$ cat config.mk
export PLATFORM = sky130hd
export DESIGN_NAME = ddr3_rx_bitslip_align
export DESIGN_NICKNAME = d
export VERILOG_FILES = /design/src/rtl/ddr3_rx_align_pkg.sv /design/src/rtl/ddr3_rx_bitslip_align.sv
export SDC_FILE = /design/constraint.sdc
export NUM_CORES = 1
export LEC_CHECK = 0
export ABC_AREA = 1
export CAP_MARGIN = 20
export CORE_MARGIN = 2
export CORE_UTILIZATION = 58
export CTS_CLUSTER_DIAMETER = 30
export DETAILED_ROUTE_END_ITERATION = 12
export PLACE_DENSITY = 0.82
export SETUP_SLACK_MARGIN = 0.1
export SYNTH_ARGS = -nofsm -noshare
export SYNTH_HDL_FRONTEND = slang
export SYNTH_SLANG_ARGS = --single-unit
$ cat constraint.sdc
create_clock -name FAB_CLK -period 2.2 [get_ports FAB_CLK]
set_input_delay 0.44 -clock FAB_CLK [delete_from_list [all_inputs] [get_ports FAB_CLK]]
set_output_delay 0.44 -clock FAB_CLK [all_outputs]
set_load 0.01 [all_outputs]
$ cat src/rtl/ddr3_rx_align_pkg.sv
// Shared types and constants for the DDR3 RX bitslip alignment block.
package ddr3_rx_align_pkg;

  typedef enum logic [2:0] {
    ST_IDLE,
    ST_WAIT,
    ST_CHECK,
    ST_SLIP,
    ST_LOCK,
    ST_ERR
  } align_state_t;

  localparam logic [3:0] DEFAULT_TRAIN_PATTERN = 4'b0011;

  localparam int WAIT_CNT_W  = 8;
  localparam int MATCH_CNT_W = 8;
  localparam int SLIP_CNT_W  = 4;

endpackage

$ cat src/rtl/ddr3_rx_bitslip_align.sv
// DDR3 PHY lane RX word aligner: slips the IOD deserializer until the training
// pattern is seen MATCH_COUNT times in a row. Optional macro DDR3_RX_ALIGN_STATS_EN adds MISMATCH_CNT.
module ddr3_rx_bitslip_align
  import ddr3_rx_align_pkg::*;
#(
  parameter int                    LANE_WIDTH    = 4,
  parameter logic [LANE_WIDTH-1:0] TRAIN_PATTERN = DEFAULT_TRAIN_PATTERN,
  parameter int                    SLIP_WAIT     = 8,
  parameter int                    MATCH_COUNT   = 16,
  parameter int                    MAX_SLIPS     = 8
) (
  input  logic                  FAB_CLK,
  input  logic                  ARST,
  input  logic                  TRAIN_START,
  input  logic [LANE_WIDTH-1:0] RX_DATA_IN,
  output logic                  RX_BIT_SLIP,
  output logic [LANE_WIDTH-1:0] RX_DATA_OUT,
  output logic                  RX_DATA_VALID,
  output logic                  BUSY,
  output logic                  LOCKED,
  output logic                  TRAIN_ERR,
  output logic [SLIP_CNT_W-1:0] SLIP_CNT
`ifdef DDR3_RX_ALIGN_STATS_EN
  ,
  output logic [15:0]           MISMATCH_CNT
`endif
);

  localparam logic [WAIT_CNT_W-1:0]  WAIT_LAST  = WAIT_CNT_W'(SLIP_WAIT - 1);
  localparam logic [MATCH_CNT_W-1:0] MATCH_LAST = MATCH_CNT_W'(MATCH_COUNT - 1);
  localparam logic [SLIP_CNT_W-1:0]  SLIP_LIMIT = SLIP_CNT_W'(MAX_SLIPS);

  align_state_t           state, state_nxt;
  logic [WAIT_CNT_W-1:0]  wait_cnt, wait_cnt_nxt;
  logic [MATCH_CNT_W-1:0] match_cnt, match_cnt_nxt;
  logic [SLIP_CNT_W-1:0]  slip_cnt, slip_cnt_nxt;

  // TRAIN_START overrides every state; a slip pulse already on the pins is
  // not affected because RX_BIT_SLIP is its own flop.
  always_comb begin
    state_nxt     = state;
    wait_cnt_nxt  = wait_cnt;
    match_cnt_nxt = match_cnt;
    slip_cnt_nxt  = slip_cnt;
    if (TRAIN_START) begin
      state_nxt     = ST_WAIT;
      wait_cnt_nxt  = '0;
      match_cnt_nxt = '0;
      slip_cnt_nxt  = '0;
    end else begin
      case (state)
        ST_WAIT: begin
          if (wait_cnt == WAIT_LAST) begin
            wait_cnt_nxt = '0;
            state_nxt    = ST_CHECK;
          end else begin
            wait_cnt_nxt = wait_cnt + 1'b1;
          end
        end
        ST_CHECK: begin
          if (RX_DATA_IN == TRAIN_PATTERN) begin
            match_cnt_nxt = match_cnt + 1'b1;
            if (match_cnt == MATCH_LAST) state_nxt = ST_LOCK;
          end else begin
            match_cnt_nxt = '0;
            state_nxt     = (slip_cnt == SLIP_LIMIT) ? ST_ERR : ST_SLIP;
          end
        end
        ST_SLIP: begin
          if (slip_cnt != '1) slip_cnt_nxt = slip_cnt + 1'b1;
          state_nxt = ST_WAIT;
        end
        default: ;
      endcase
    end
  end

  always_ff @(posedge FAB_CLK or posedge ARST) begin
    if (ARST) begin
      state         <= ST_IDLE;
      wait_cnt      <= '0;
      match_cnt     <= '0;
      slip_cnt      <= '0;
      RX_BIT_SLIP   <= 1'b0;
      RX_DATA_OUT   <= '0;
      RX_DATA_VALID <= 1'b0;
    end else begin
      state         <= state_nxt;
      wait_cnt      <= wait_cnt_nxt;
      match_cnt     <= match_cnt_nxt;
      slip_cnt      <= slip_cnt_nxt;
      RX_BIT_SLIP   <= (state_nxt == ST_SLIP);
      RX_DATA_OUT   <= RX_DATA_IN;
      RX_DATA_VALID <= (state == ST_LOCK);
    end
  end

  assign BUSY      = (state == ST_WAIT) || (state == ST_CHECK) || (state == ST_SLIP);
  assign LOCKED    = (state == ST_LOCK);
  assign TRAIN_ERR = (state == ST_ERR);
  assign SLIP_CNT  = slip_cnt;

`ifdef DDR3_RX_ALIGN_STATS_EN
  logic [15:0] mismatch_cnt;
  logic        mismatch_hit;

  assign mismatch_hit = (state == ST_CHECK) && (RX_DATA_IN != TRAIN_PATTERN);

  // Saturating count of CHECK-state mismatches, restarted with each training run.
  always_ff @(posedge FAB_CLK or posedge ARST) begin
    if (ARST) begin
      mismatch_cnt <= '0;
    end else if (TRAIN_START) begin
      mismatch_cnt <= '0;
    end else if (mismatch_hit && (mismatch_cnt != 16'hFFFF)) begin
      mismatch_cnt <= mismatch_cnt + 1'b1;
    end
  end

  assign MISMATCH_CNT = mismatch_cnt;
`endif

endmodule
Word level (Yosys, flattened, before mapping)
Index checks and enable logic that the tools add are counted.
{"block": "totals", "regBits": 29, "inputBits": 7, "output_inout_bits": 13, "word_cells": 43}
{"block": "op_classes", "addsub": 3, "eq_ne": 11, "mux": 15, "n_reduce_logical": 7}
{"op": "$mux 8", "count": 6}
{"op": "$add 8x1->8 const B", "count": 2}
{"op": "$mux 3", "count": 5}
{"op": "$mux 4", "count": 3}
{"op": "$eq 3x2->1 const B", "count": 3}
{"op": "$pmux 3 s3", "count": 1}
{"op": "$eq 8x3->1 const B", "count": 1}
{"op": "$eq 8x4->1 const B", "count": 1}
{"op": "$reduce_bool 2->1", "count": 4}
{"op": "$eq 3x3->1 const B", "count": 2}
{"op": "$add 4x1->4 const B", "count": 1}
{"op": "$eq 4x2->1 const B", "count": 1}
{"op": "$eq 4x4->1 const B", "count": 1}
{"op": "$ne 4x4->1 const B", "count": 1}
{"op": "$eq 3x1->1 const B", "count": 1}
{"op": "$logic_or 1x1->1", "count": 2}
{"op": "$reduce_and 2->1", "count": 1}

Depth between registers and ports, before layout
{"block": "depth", "ltp_word": 6, "depth_mapped": 9, "depth_no_buf": 9}

Least setup slack after synthesis
OpenSTA, ideal clock, no wires.
{"block": "synth_timing", "path_kind": "reg-to-output", "startpoint": "register state[1]", "endpoint": "output port BUSY", "arrival_time_ns": 0.900, "required_time_ns": 1.760, "path_slack_ns": 0.860, "stages_incl_launch_ff": 5, "path_buffers": 0, "path_cell_list": "dfrtp_1 -> inv_2 -> nor2_1 -> nor2_1 -> inv_1"}
{"block": "synth_via", "elab_chain_cells": 3, "elab_cells_between_ends": 5, "classes_between": "eq/ne (3); reduce/logical (2)"}
{"element": "from (decl)", "line_no": "ddr3_rx_bitslip_align.sv:33", "text": "align_state_t state, state_nxt;"}
{"element": "from (signal assigned)", "line_no": "ddr3_rx_bitslip_align.sv:88", "text": "state <= state_nxt;"}
{"element": "$eq 3x1->1 or $eq 3x2->1 (tied branches)", "line_no": "ddr3_rx_bitslip_align.sv:98", "text": "assign BUSY = (state == ST_WAIT) || (state == ST_CHECK) || (state == ST_SLIP);"}
{"element": "$logic_or 1x1->1", "line_no": "ddr3_rx_bitslip_align.sv:98"}
{"element": "$logic_or 1x1->1 (*)", "line_no": "ddr3_rx_bitslip_align.sv:98"}
{"element": "to (decl)", "line_no": "ddr3_rx_bitslip_align.sv:19", "text": "output logic BUSY,"}
Mark *: on every way between the ends. The rest lies on a longest branch, timed or not.

Worst setup path in the final report
Same ends and word-level chain as after synthesis.

==> results.json <==
{
  "ant_nets": 0,
  "antenna_found_initial": 0,
  "grt_use_met2_pct": 39.9,
  "final-hold-violation-count": 0,
  "use_met3_pct": 5.91,
  "reg2reg_to": "wait_cnt[0]$_DFFE_PP0P_",
  "num-fill-cells": 203,
  "synth_commonest_cells": "dfrtp_1, nand2_1, inv_1, nor2_1, a21oi_1",
  "multi_input_area_um2": 677,
  "power_mw": 1.65,
  "synth_cell_types": 29,
  "initialDrtViolationCount": 46,
  "clk_latency_ns": 0.32,
  "worstReg2RegStart": "wait_cnt[0]$_DFFE_PP0P_",
  "setup_slack_ns": 0.0782,
  "yosysTopAreaCell": "dfrtp_1",
  "slew_headroom_pct": 73.3,
  "viasPerCell": 5.42,
  "reg2reg_depth": 6,
  "synth.top_cell.area_share_pct": 48.0,
  "vias": 1307,
  "cts_tree": "yes",
  "top_usage_layer": "met2",
  "ys_ff_latch": 29,
  "critPathRequiredTime_ns": 1.76,
  "initial_core_util_pct": 61.0,
  "area_growth_pct": 21.3,
  "finalMaxSlewViolations": 0,
  "worstSetupEndpointType": "primary output",
  "utilization_pct": 74.0,
  "max_cap_viol_count": 0,
  "synth_warnings": 0,
  "p_per_area_mw_per_mm2": 899,
  "grt_pass1_wl_um": 5370,
  "synth.most_common_cell": "dfrtp_1",
  "ys.flop_type": "dfrtp_1",
  "min_period_over_period_pct": 96.4,
  "rsz0062_at_grt": "yes",
  "period_needed_ns": 2.12,
  "power_leakage_nw": 0.858,
  "seq_area_frac_synth_pct": 48.0,
  "grt.total_usage_pct": 25.2,
  "synth_nets": 192,
  "avgSynthCellArea_um2": 8.35,
  "grt_pass1_vias": 1241,
  "async_flop_share_pct": 100,
  "pre_cts_slack_ns": 0.281,
  "r2r_setup_slack_ns": 0.63,
  "cp-start-kind": "register",
  "fin_setup_tns_ns": 0,
  "clock_path_buffers": 2,
  "core_mm2": 0.00248,
  "hold_path.class": "primary input to async pin",
  "grt_max_degree": 30,
  "portBuffers": 19,
  "boundaryPins": 20,
  "worstMarginPinSlew_ns": 0.399,
  "register_area_um2": 729,
  "clock_skew_ns": 0.00529,
  "drcViolationCount": 0,
  "synth_edf_count": 0,
  "vdd_drop_max_uv": 983,
  "crit_arrival_ns": 1.68,
  "max_freq_ghz": 0.471,
  "syn_area_mm2": 0.00151,
  "routed_wl_um": 3230,
  "grt_overflow_total": 0,
  "num_rows": 18,
  "syn_inst": 181,
  "drive_gt1_share_pct": 15.6,
  "clock-root-buffer": "clkbuf_4",
  "dr.pass1.iters": 4,
  "cts_num_sinks": 29,
  "finalSetupViolations": 0,
  "dieHeight_um": 55.1,
  "use_met1_pct": 32.8,
  "clk_pin_slew_ns": 0.09,
  "cts_max_level": 2,
  "worstSetupPathType": "register to primary output",
  "critical_path.max_fanout": 5,
  "synth_area_leaders": "dfrtp_1, nand2_1, inv_1",
  "chipWidth_um": 55.1,
  "cts_buffers": 5,
  "nets": 222,
  "outcome": "finished clean",
  "post_drt_wl_per_cell_um": 13.4,
  "dieArea_mm2": 0.00303,
  "routabilityCongestion": 0.919,
  "hpwl_um": 2330,
  "diodes": 0
}
[worst max-delay path by stage]
stage / start / to / slack (ns) / cells past startpoint
after floorplan: state[1]$_DFF_PP0_ / BUSY / 0.86 / 4
after global placement: state[0]$_DFF_PP0_ / BUSY / 0.29 / 5
after detailed placement: state[0]$_DFF_PP0_ / BUSY / 0.28 / 5
after CTS: state[1]$_DFF_PP0_ / BUSY / 0.06 / 5
after global routing: state[2]$_DFF_PP0_ / LOCKED / 0.02 / 3
final: state[1]$_DFF_PP0_ / BUSY / 0.08 / 5
[cell usage in the layout (no fill, tap or decap), types with 2 or more instances in the layout]
cell type,count
a211oi_1,2
a21oi_1,16
buf_4,4
clkbuf_4,5
clkdlybuf4s50_1,19
dfrtp_1,26
dfrtp_2,3
ha_1,4
inv_1,24
inv_2,3
inv_4,2
nand2_1,26
nand2_4,2
nand3_1,13
nor2_1,22
nor2_2,4
nor2_4,2
nor3_1,4
o21ai_0,8
o21ai_1,5
o21ai_2,2
o22ai_1,2
[cell type report]
| class | count | share of cell area (%) |
|---|---|---|
| Sequential cell | 29 | 39.8 |
| Multi-Input combinational cell | 123 | 36.9 |
| Timing Repair Buffer | 23 | 12.0 |
| Inverter | 29 | 6.21 |
| Clock buffer | 7 | 3.00 |
| Tap cell | 30 | 2.05 |
[power by group]
group,internal [mW],switching (mW),total (mW)
Combinational,0.283,0.366,0.648
Clock,0.151,0.175,0.326
Sequential,0.603,0.0710,0.674
[cells by family (layout without fill, tap and decap cells)]
| family | after synthesis | in the layout | synth area share, % |
|---|---|---|---|
| DFF | 29 | 29 | 48.0 |
| buffers and inverters | 29 | 59 | 7.53 |
| xor gates and xnor gates | 1 | 1 | 0.580 |
| and+or+nand+nor | 78 | 78 | 24.8 |
| AOI/OAI and AO/OA | 40 | 40 | 15.7 |
| adders and majority gates | 4 | 4 | 3.31 |
[critical path: stages (launching register included)]
cell and delay (ns):
dfrtp_2 0.47, inv_2 0.14, nor2_2 0.06, nor2_2 0.15, inv_1 0.06, clkdlybuf4s50_1 0.48
[sequential cells by signal, summed over array words and instances, names as in the netlist]
register / flops
RX_DATA_OUT: 4
wait_cnt: 8
match_cnt: 8
RX_BIT_SLIP: 1
state: 3
RX_DATA_VALID: 1
SLIP_CNT: 4
[what timing repair did]
action                     in CTS  in global routing
resized for setup               4                  1
hold buffers                    0                  0
pin swaps                       2                  0
setup endpoints to repair       2                  2
buffers inserted                2                  1
[metrics by stage]
| step | std cells | hold slack (ns) | cell area, um2 |
|---|---|---|---|
| after global placement | 231 | 0.496 | 1750 |
| after floorplan | 181 | 0.468 | 1510 |
| after detailed placement | 231 | 0.492 | 1750 |
| after CTS | 240 | 0.493 | 1820 |
| final | 241 | 0.479 | 1830 |
| after global routing | 241 | 0.509 | 1830 |
[routing by layer]
layer / wire, um / up-vias
li1: - / 647
met1: 1430 / 610
met2: 1540 / 45
met3: 222 / 5
met4: 41 / 0
met5: 0 / -
Note: power is estimated with default switching activity, not from simulation.
